### src/rtl/apb_rr_bridge.sv
// apb_rr_bridge: lets two local requesters share one APB bus.
// A round-robin arbiter picks the owner in IDLE. The FSM then runs the
// SETUP and ACCESS phases, waits for PREADY, and aborts the transfer if
// PREADY stays low for TIMEOUT ACCESS cycles. The RESP cycle reports the
// result to the owner with a one-cycle done pulse.
module apb_rr_bridge #(
  parameter int ADDR_W  = 8,
  parameter int DATA_W  = 8,
  parameter int TIMEOUT = 16
) (
  input  logic              PCLK,
  input  logic              PRESET,
  input  logic              m0_req,
  input  logic              m0_write,
  input  logic [ADDR_W-1:0] m0_addr,
  input  logic [DATA_W-1:0] m0_wdata,
  output logic              m0_gnt,
  output logic              m0_done,
  input  logic              m1_req,
  input  logic              m1_write,
  input  logic [ADDR_W-1:0] m1_addr,
  input  logic [DATA_W-1:0] m1_wdata,
  output logic              m1_gnt,
  output logic              m1_done,
  output logic [DATA_W-1:0] rsp_rdata,
  output logic              rsp_err,
  output logic              PSEL,
  output logic              PENABLE,
  output logic              PWRITE,
  output logic [ADDR_W-1:0] PADDR,
  output logic [DATA_W-1:0] PWDATA,
  input  logic [DATA_W-1:0] PRDATA,
  input  logic              PREADY
);

  // The wait counter can hold TIMEOUT itself and saturates instead of wrapping.
  localparam int CNT_W = $clog2(TIMEOUT + 1);
  // Count value reached on the last ACCESS cycle that is allowed to stall.
  localparam logic [CNT_W-1:0] LAST_WAIT = CNT_W'(TIMEOUT - 1);

  typedef enum logic [1:0] {IDLE, SETUP, ACCESS, RESP} state_t;

  state_t           state;
  logic [CNT_W-1:0] wait_cnt;
  logic             owner;     // 0 = m0, 1 = m1 for the current transfer
  logic             last;      // owner of the most recently completed transfer
  logic             any_req;
  logic             pick;

  function automatic logic [CNT_W-1:0] sat_inc(input logic [CNT_W-1:0] v);
    if (v == {CNT_W{1'b1}}) return v;
    return v + CNT_W'(1);
  endfunction

  // Round-robin choice: a lone requester wins; on a tie the one not served last wins.
  always_comb begin
    any_req = m0_req | m1_req;
    if (m0_req && m1_req) pick = ~last;
    else                  pick = m1_req;
  end

  // Transfer sequencer; every bus and handshake output is registered here.
  always_ff @(posedge PCLK or posedge PRESET) begin
    if (PRESET) begin
      state     <= IDLE;
      wait_cnt  <= '0;
      owner     <= 1'b0;
      last      <= 1'b1;
      PSEL      <= 1'b0;
      PENABLE   <= 1'b0;
      PWRITE    <= 1'b0;
      PADDR     <= '0;
      PWDATA    <= '0;
      m0_gnt    <= 1'b0;
      m1_gnt    <= 1'b0;
      m0_done   <= 1'b0;
      m1_done   <= 1'b0;
      rsp_rdata <= '0;
      rsp_err   <= 1'b0;
    end else begin
      case (state)
        IDLE: begin
          if (any_req) begin
            owner  <= pick;
            PWRITE <= pick ? m1_write : m0_write;
            PADDR  <= pick ? m1_addr  : m0_addr;
            PWDATA <= pick ? m1_wdata : m0_wdata;
            m0_gnt <= ~pick;
            m1_gnt <= pick;
            PSEL   <= 1'b1;
            state  <= SETUP;
          end
        end
        SETUP: begin
          wait_cnt <= '0;
          PENABLE  <= 1'b1;
          state    <= ACCESS;
        end
        ACCESS: begin
          // PREADY takes priority over the timeout on the final allowed cycle.
          if (PREADY || wait_cnt == LAST_WAIT) begin
            PSEL      <= 1'b0;
            PENABLE   <= 1'b0;
            m0_done   <= ~owner;
            m1_done   <= owner;
            rsp_err   <= ~PREADY;
            rsp_rdata <= (PREADY && !PWRITE) ? PRDATA : '0;
            state     <= RESP;
          end else begin
            wait_cnt <= sat_inc(wait_cnt);
          end
        end
        RESP: begin
          m0_done <= 1'b0;
          m1_done <= 1'b0;
          m0_gnt  <= 1'b0;
          m1_gnt  <= 1'b0;
          last    <= owner;
          state   <= IDLE;
        end
        default: state <= IDLE;
      endcase
    end
  end

endmodule

### config.mk
export PLATFORM = sky130hd
export DESIGN_NAME = apb_rr_bridge
export DESIGN_NICKNAME = d
export VERILOG_FILES = /design/src/rtl/apb_rr_bridge.sv
export SDC_FILE = /design/constraint.sdc
export NUM_CORES = 1
export LEC_CHECK = 0
export ABC_AREA = 0
export BUFFER_PORTS_ARGS = -buffer_cell sky130_fd_sc_hd__buf_2
export CORE_UTILIZATION = 54
export CTS_BUF_LIST = sky130_fd_sc_hd__clkbuf_4 sky130_fd_sc_hd__clkbuf_8
export DETAILED_ROUTE_END_ITERATION = 7
export PLACE_DENSITY = 0.95
export REMOVE_ABC_BUFFERS = 1
export SLEW_MARGIN = 20
export SYNTH_ARGS = -nofsm -noshare
export SYNTH_HDL_FRONTEND = slang
export SYNTH_SLANG_ARGS = --single-unit
### constraint.sdc
create_clock -name PCLK -period 3.1 [get_ports PCLK]
set_input_delay 0.31 -clock PCLK [delete_from_list [all_inputs] [get_ports PCLK]]
set_output_delay 0.31 -clock PCLK [all_outputs]
set_load 0.05 [all_outputs]
* Word-level counts from Yosys, hierarchy flattened
Index checks and enable logic that the tools add are counted.
** Word-level totals
- Register bits :: 41
- Input port bits :: 47
- Output and inout bits :: 32
- Logic and storage cells :: 73
** Cells by class
- Add/sub/neg operators :: 1
- Eq/ne operators :: 9
- Mux-type cells :: 26
- Bitwise gates (word level) :: 5
- Reduce and logical (&&, ||, !) cells :: 17
** Operators with widths (number)
- 8-bit 2-to-1 mux :: 3
- 1-bit case mux with 2 select lines :: 6
- 2-bit AND reduction :: 6
- 1-bit 2-to-1 mux :: 11
- 5-bit 2-to-1 mux :: 2
- 5-bit case mux with 2 select lines :: 1
- 2-bit case mux with 4 select lines :: 1
- 2-bit nonzero test :: 4
- 2-bit != test (second input constant) :: 3
- 3-bit AND reduction :: 2
- 5-bit by 1-bit adder with 5-bit output (second input constant) :: 1
- 5-bit by 4-bit == test with 1-bit output (second input constant) :: 1
- 5-bit == test (second input constant) :: 1
- 2-bit == test (second input constant) :: 2
- 2-bit 2-to-1 mux :: 2
- 1-bit NOT :: 4
- 3-bit != test (second input constant) :: 1
- 2-bit by 1-bit == test with 1-bit output (second input constant) :: 1
- 1-bit logical AND :: 2
- 2-bit logical NOT :: 1
- 1-bit logical NOT :: 1
- 1-bit logical OR :: 1
- 1-bit bitwise OR :: 1

* Depth between registers and ports, before layout
Gate-level depths: netlist of the first run.
- Word-level depth :: 7
- Mapped depth :: 7

* Least setup slack after synthesis of the first run
No wires, ideal clock.
- Path kind :: register to register
- From :: register wait_cnt[0]
- To :: register wait_cnt[0]
- Setup time :: 0.125 ns
- Arrival :: 1.869 ns
- Slack :: 1.106 ns
- Cell stages (with the launch flop) :: 8
- Buffers on the path :: 1
- Cells stage by stage :: dfrtp_1 -> ha_1 -> and3_1 -> ha_1 -> or3_1 -> buf_2 -> a21o_1 -> mux2_4
** Between the ends
- Cells in the longest elaborated chain, start to end :: 6
** RTL lines
- start: declaration :: RTL line 44 : logic [CNT_W-1:0] wait_cnt;
- start signal: assignment :: RTL line 110 : wait_cnt <= sat_inc(wait_cnt);
- parallel branches: the longest is 6 deep, another holds 5-bit by 1-bit adder with 5-bit output
Several ways; the timed one is not identified. The select of a mux whose other input is x is not followed.
A chain may end at the register's enable or synchronous reset.

* Worst setup path in the final report of the first run
- From :: register wait_cnt[0]
- To :: register wait_cnt[2]
Same word-level chain as after synthesis.

==> results of run 1 <==
sequential cells by signal (all words and copies together) (netlist names), 2 cells and up:
signal	cells
rsp_rdata	8
PADDR	8
PWDATA	8
state	2
wait_cnt	5
per-layer routing:
metal / wire length (um) / GRT usage
met1: 1670 / 0.249
met2: 2300 / 0.424
met4: 93 / 0.0872
met3: 267 / 0.0675
met5: 0 / 0
metrics by stage:
step	util	cell area [um^2]	hold WS, ns
floorplan	-	1930	0.422
global route	0.729	2490	0.0975
CTS	0.729	2490	0.0805
detailed placement	0.703	2400	0.458
finish	0.729	2490	0.0746
global placement	0.703	2400	0.458
area by class of cell:
class	instances	area (um^2)	share of cell area
Clock buffer	7	58.8	0.0236
Clock inverter	1	30.0	0.0121
Inverter	11	41.3	0.0166
Multi-Input combinational cell	134	862	0.346
Sequential cell	41	1030	0.413
Tap cell	46	57.6	0.0231
Timing Repair Buffer	81	413	0.166
power groups by stage:
stage	logic, mW	registers [mW]	clock network [mW]
finish	1.45	0.877	0.362
global route	1.56	0.898	0.396
CTS	1.46	0.874	0.372
detailed placement	1.46	0.883	0
global placement	1.41	0.876	0
floorplan	0.486	1.48	0
Yosys cell counts, types with 2 or more instances:
cell | instances | area [um^2]
o22ai_1 | 2 | 12.5
nand3_1 | 2 | 10.0
ha_1 | 7 | 87.6
a22o_1 | 2 | 17.5
buf_2 | 2 | 10.0
clkbuf_1 | 7 | 26.3
o21ai_0 | 30 | 150
or3_1 | 2 | 12.5
a32o_1 | 2 | 20.0
nor2_1 | 3 | 11.3
o311ai_0 | 2 | 17.5
nor2b_1 | 4 | 25.0
mux2i_1 | 19 | 190
inv_1 | 11 | 41.3
nand2_1 | 41 | 154
dfrtp_1 | 40 | 1000
path summary, 6_finish.rpt:
path	start	to	slack (ns)	depth (start not counted)
setup / recovery	wait_cnt[0]	wait_cnt[2]	0.93	6
hold / removal	PRESET	PWDATA[6]	0.07	3
setup reg to reg	wait_cnt[0]	wait_cnt[2]	0.93	6
hold reg to reg	PWDATA[1]	PWDATA[1]	0.48	2
max in group asynchronous	PRESET	last	2.67	3
min in group PCLK	PRDATA[4]	rsp_rdata[4]	0.20	3
cell families (layout without fill, tap and decap cells):
logic type,Yosys count,after routing
compound gates,47,47
fa+ha+maj,7,7
buf+inv,22,100
flops,41,41
mux,21,21
simple gates,59,59
worst max-delay path, cell delays in order (launching register included):
cell and delay, ns:
dfrtp_1 0.43, ha_1 0.23, and3_1 0.20, ha_1 0.21, or3_1 0.44, o311ai_0 0.37
o41ai_1 0.15
==> reports/results.ini, run 1 <==
[placed_design]
io_buffer_count = 78
hpwl_mm = 3.31
pre_cts_slack_ns = 0.987
post-place-cells = 313
place.gp.congestion = 0.850

[synthesis]
ys_ff_latch = 41
syn_avg_cell_area_um2 = 10.1
synthAdderAreaFrac = 0.0442
synthArstFlopShare = 1.00
synth_cell_type_count = 37
synth_area_mm2 = 0.00198
postSynthCellCount = 197
synth-main-ff-cell = dfrtp_1
synth-simple-area-share = 0.132
ys_seq_area_frac = 0.518
synthMuxAreaShare = 0.109
yosys.area_share.xor_xnor = 0
synth-edff-count = 0
synth_top_family_by_area = compound AO/OA/AOI/OAI gates
synth-warning-count = 0
synth_compound_area_frac = 0.148

[power_and_ir_drop]
clkPwrFrac = 0.135
p_int_mw = 1.34
power.switching_mw = 1.36
combPwrFrac = 0.539
vdd_drop_max_v = 0.000591
power.leakage_nw = 1.35
pwr_density_cell_mw_per_mm2 = 1080
sw_frac_of_total = 0.504
finalPower_mw = 2.69
seq_power_share = 0.326

[setup_path]
critPathCaptureType = flip-flop
cp_data_required_time_ns = 3.29
worst-setup-path-type = reg -> reg
crit_arrival_ns = 2.36
start_kind = flip-flop
worstPathMaxFanout = 6

[timing]
fin_crit_ns = 2.17
report.final.hold_viol_count = 0
min_period_over_period = 0.700
setup_violations = 0
slew_headroom = 0.579
worst_slew_pin_slew_ns = 0.628
setup-tns-final_ns = 0
rsz0062_at_grt = false
setup_ws_ns = 0.931
max_freq_ghz = 0.461
maxSlewViolCount = 0
fin_skew_ns = 0.0142

[floorplanning]
die_x_um = 62.6
die_h_um = 62.6
rows = 21
io_pins = 79
design.die.area_mm2 = 0.00392
fp.coreArea_mm2 = 0.00342
initial_core_util = 0.580

[min_path]
hold_path_class = in -> async

[routing]
drc_errors = 0
ant_nets = 0
first_pass_iters = 4
routed_wl_mm = 4.34
first_iter_violations = 109
wl_per_cell_um = 13.5
vias_per_cell = 5.39
vias = 1731

[grt]
grt_overflow_total = 0
grt_max_degree = 42
first_global_vias = 1622
grtUsageTotal = 0.232
antenna_found_initial = 0
grt_pass1_wl_mm = 6.98

[final_layout]
nNetsFinal = 328
diodes = 0
drive_above_1_share = 0.349
area_growth_pct = 25.6
fillCellCount = 264
final_common_cell = buf_2
layout_common_cells = 78 x buf_2, 41 x nand2_1, 40 x dfrtp_1
final-instance-count-excl-fill = 321

[flow_run]
max_cap_violations = 0

[cts]
cts_buffers = 5
post-cts-setup-buffers = 0
path_clk_slew_ns = 0.11
root_buffer = clkbuf_4
ctsHoldBuffers = 0
clk_latency_ns = 0.34
cts_resized = 0
cts_sinks = 41
cts_max_level = 2
cts_tree = built
clk_path_buf_depth = 2

[run_status]
status = completed

Note: power is estimated with default switching activity, not from simulation.
==> run 2, diff against run 1 <==
--- a/config.mk
+++ b/config.mk
@@ -5,12 +5,12 @@
 export SDC_FILE = /design/constraint.sdc
 export NUM_CORES = 1
 export LEC_CHECK = 0
-export ABC_AREA = 0
+export ABC_AREA = 1
 export BUFFER_PORTS_ARGS = -buffer_cell sky130_fd_sc_hd__buf_2
-export CORE_UTILIZATION = 54
+export CORE_UTILIZATION = 51
 export CTS_BUF_LIST = sky130_fd_sc_hd__clkbuf_4 sky130_fd_sc_hd__clkbuf_8
 export DETAILED_ROUTE_END_ITERATION = 7
-export PLACE_DENSITY = 0.95
+export PLACE_DENSITY = 0.93
 export REMOVE_ABC_BUFFERS = 1
 export SLEW_MARGIN = 20
 export SYNTH_ARGS = -nofsm -noshare
==> constraint.sdc (replaced) <==
create_clock -name PCLK -period 2.25 [get_ports PCLK]
set_input_delay 0.225 -clock PCLK [delete_from_list [all_inputs] [get_ports PCLK]]
set_output_delay 0.225 -clock PCLK [all_outputs]
set_load 0.05 [all_outputs]
==> run 2 against run 1 <==
Effect of this change:
- sequential share of layout area is 2.5 points lower
- clock skew fell by 0.0037 ns
- die area up 15%
==> reports/results.ini, run 2 <==
[run_status]
status = completed

[setup_path]
crit_slowest_cell = dfrtp_1
cp_data_required_time_ns = 2.48
worstPathMaxFanout = 11
critical_path.cell_chain = ha_1, nand2_1, nor2_1, ha_1, nor2_1, nor2_2, nand3_1, nand2_1
crit_arrival_ns = 1.98
cp_num_cells = 8
reg2reg_setup_slack_ns = 0.50
critPathCaptureType = flip-flop
r2r_cells = 8
critPathBufInv = 0
cp-startpoint = wait_cnt[0]
endpoint = rsp_rdata[1]
r2r_end = rsp_rdata[1]
start_kind = flip-flop
worstReg2RegStart = wait_cnt[0]
path_delay_family = simple AND/OR/NAND/NOR gates
slowest_delay_ns = 0.42
worst-setup-path-type = reg -> reg

[routing]
first_iter_violations = 140
first_pass_iters = 4
ant_nets = 0
routed_wl_mm = 5.02
drc_errors = 0
vias_per_cell = 5.03
vias = 2029
wl_per_cell_um = 12.4

[timing]
setup_violations = 0
rsz0062_at_grt = false
fin_crit_ns = 1.75
min_period_over_period = 0.778
max_freq_ghz = 0.571
hold_ws_ns = 0.0412
worst_slew_pin_slew_ns = 0.514
report.final.hold_viol_count = 0
slew_headroom = 0.657
maxSlewViolCount = 0
fin_skew_ns = 0.0105
setup-tns-final_ns = 0

[synthesis]
synthAdderAreaFrac = 0.0406
synth_top_family_by_area = simple AND/OR/NAND/NOR gates
syn_avg_cell_area_um2 = 7.85
ys_seq_area_frac = 0.476
synth-warning-count = 0
synth-simple-area-share = 0.352
synth_compound_area_frac = 0.0365
synthMuxAreaShare = 0
synthArstFlopShare = 1.00
synth_area_mm2 = 0.00216
synth-main-ff-cell = dfrtp_1
netlist_top_cells_area = dfrtp_1 46%, nand2_1 18%, nand3_1 7.0%
synth_top_cell_area_share = 0.463
ys_top_cells_by_count = 103 x nand2_1, 40 x dfrtp_1, 33 x inv_1
yosysMostFrequentCell = nand2_1
postSynthCellCount = 275
ys_ff_latch = 41
yosys.area_share.xor_xnor = 0
yosysTopAreaCell = dfrtp_1
synth_cell_type_count = 22
synth-edff-count = 0

[final_layout]
final_common_cell = nand2_1
nNetsFinal = 406
final-instance-count-excl-fill = 403
fillCellCount = 329
diodes = 0
largestRegisters = PADDR: 8 flops, PWDATA: 8 flops, rsp_rdata: 8 flops
post-route-util = 0.657
layout_common_cells = 103 x nand2_1, 78 x buf_2, 40 x dfrtp_1
area_growth_pct = 22.6
drive_above_1_share = 0.289

[grt]
grt_overflow_total = 0
grt_pass1_wl_mm = 8.00
antenna_found_initial = 0
grtUsageTotal = 0.236
first_global_vias = 1933
grt_max_degree = 42

[placed_design]
io_buffer_count = 78
post-place-cells = 395
place.gp.congestion = 0.849
hpwl_mm = 3.62

[power_and_ir_drop]
finalPower_mw = 3.99
combPwrFrac = 0.567
vdd_drop_max_v = 0.000796
p_int_mw = 1.83
power.leakage_nw = 1.57
power.switching_mw = 2.16
seq_power_share = 0.313
sw_frac_of_total = 0.542
pwr_density_cell_mw_per_mm2 = 1510
clkPwrFrac = 0.119

[cts]
cts_tree = built
root_buffer = clkbuf_8
cts_max_level = 2
clk_latency_ns = 0.29
ctsHoldBuffers = 0
cts_sinks = 41
path_clk_slew_ns = 0.08
clk_path_buf_depth = 2
cts_buffers = 5
post-cts-setup-buffers = 0
cts_resized = 0

[min_path]
hold_path_class = in -> async

[floorplanning]
io_pins = 79
design.die.area_mm2 = 0.00450
rows = 23
initial_core_util = 0.536
die_h_um = 67.1
fp.coreArea_mm2 = 0.00403
die_x_um = 67.1

[flow_run]
max_cap_violations = 0

[run 2: kinds of logic after synthesis]
family,after synthesis
and+or+nand+nor,167
adders and majority gates,7
AOI/OAI and AO/OA,13
buffers and inverters,47
DFF,41
[run 2: final cells by class]
class                           count  area [um^2]  share of cell area
Clock buffer                        6         76.3              0.0288
Clock inverter                      2         10.0             0.00378
Inverter                           37          139              0.0525
Tap cell                           50         62.6              0.0236
Sequential cell                    41         1030               0.388
Timing Repair Buffer               80          405               0.153
Multi-Input combinational cell    187          927               0.350
[run 2: per-stage QoR]
step,cell area (um^2),worst slack (ns)
detailed placement,2560,0.475
CTS,2650,0.459
global route,2650,0.309
finish,2650,0.499
global placement,2560,0.640
floorplan,2090,0.614
[run 2: power groups by stage]
stage	clock network, mW	registers, mW	logic [mW]
global route	0.507	1.29	2.43
CTS	0.481	1.25	2.28
floorplan	0	2.18	0.771
detailed placement	0	1.26	2.26
finish	0.475	1.25	2.26
global placement	0	1.24	2.21
[run 2: worst register-to-register path, cell delays in order, from the launching register on]
cell,delay (ns)
dfrtp_1,0.42
ha_1,0.20
nand2_1,0.07
nor2_1,0.16
ha_1,0.22
nor2_1,0.08
nor2_2,0.31
nand3_1,0.16
nand2_1,0.09
[run 2: how the worst min path moves through the flow]
stage | end
final | PADDR[5]
after CTS | PADDR[5]
after global routing | PWRITE
after detailed placement | PADDR[5]
after floorplan | rsp_err
after global placement | rsp_rdata[1]
[run 2: routing by layer]
metal	track usage	vias up	share of wire
met5	0	-	0
met4	0.122	0	0.025
met3	0.0325	13	0.041
met2	0.423	55	0.51
met1	0.268	949	0.42
li1	-	1012	-
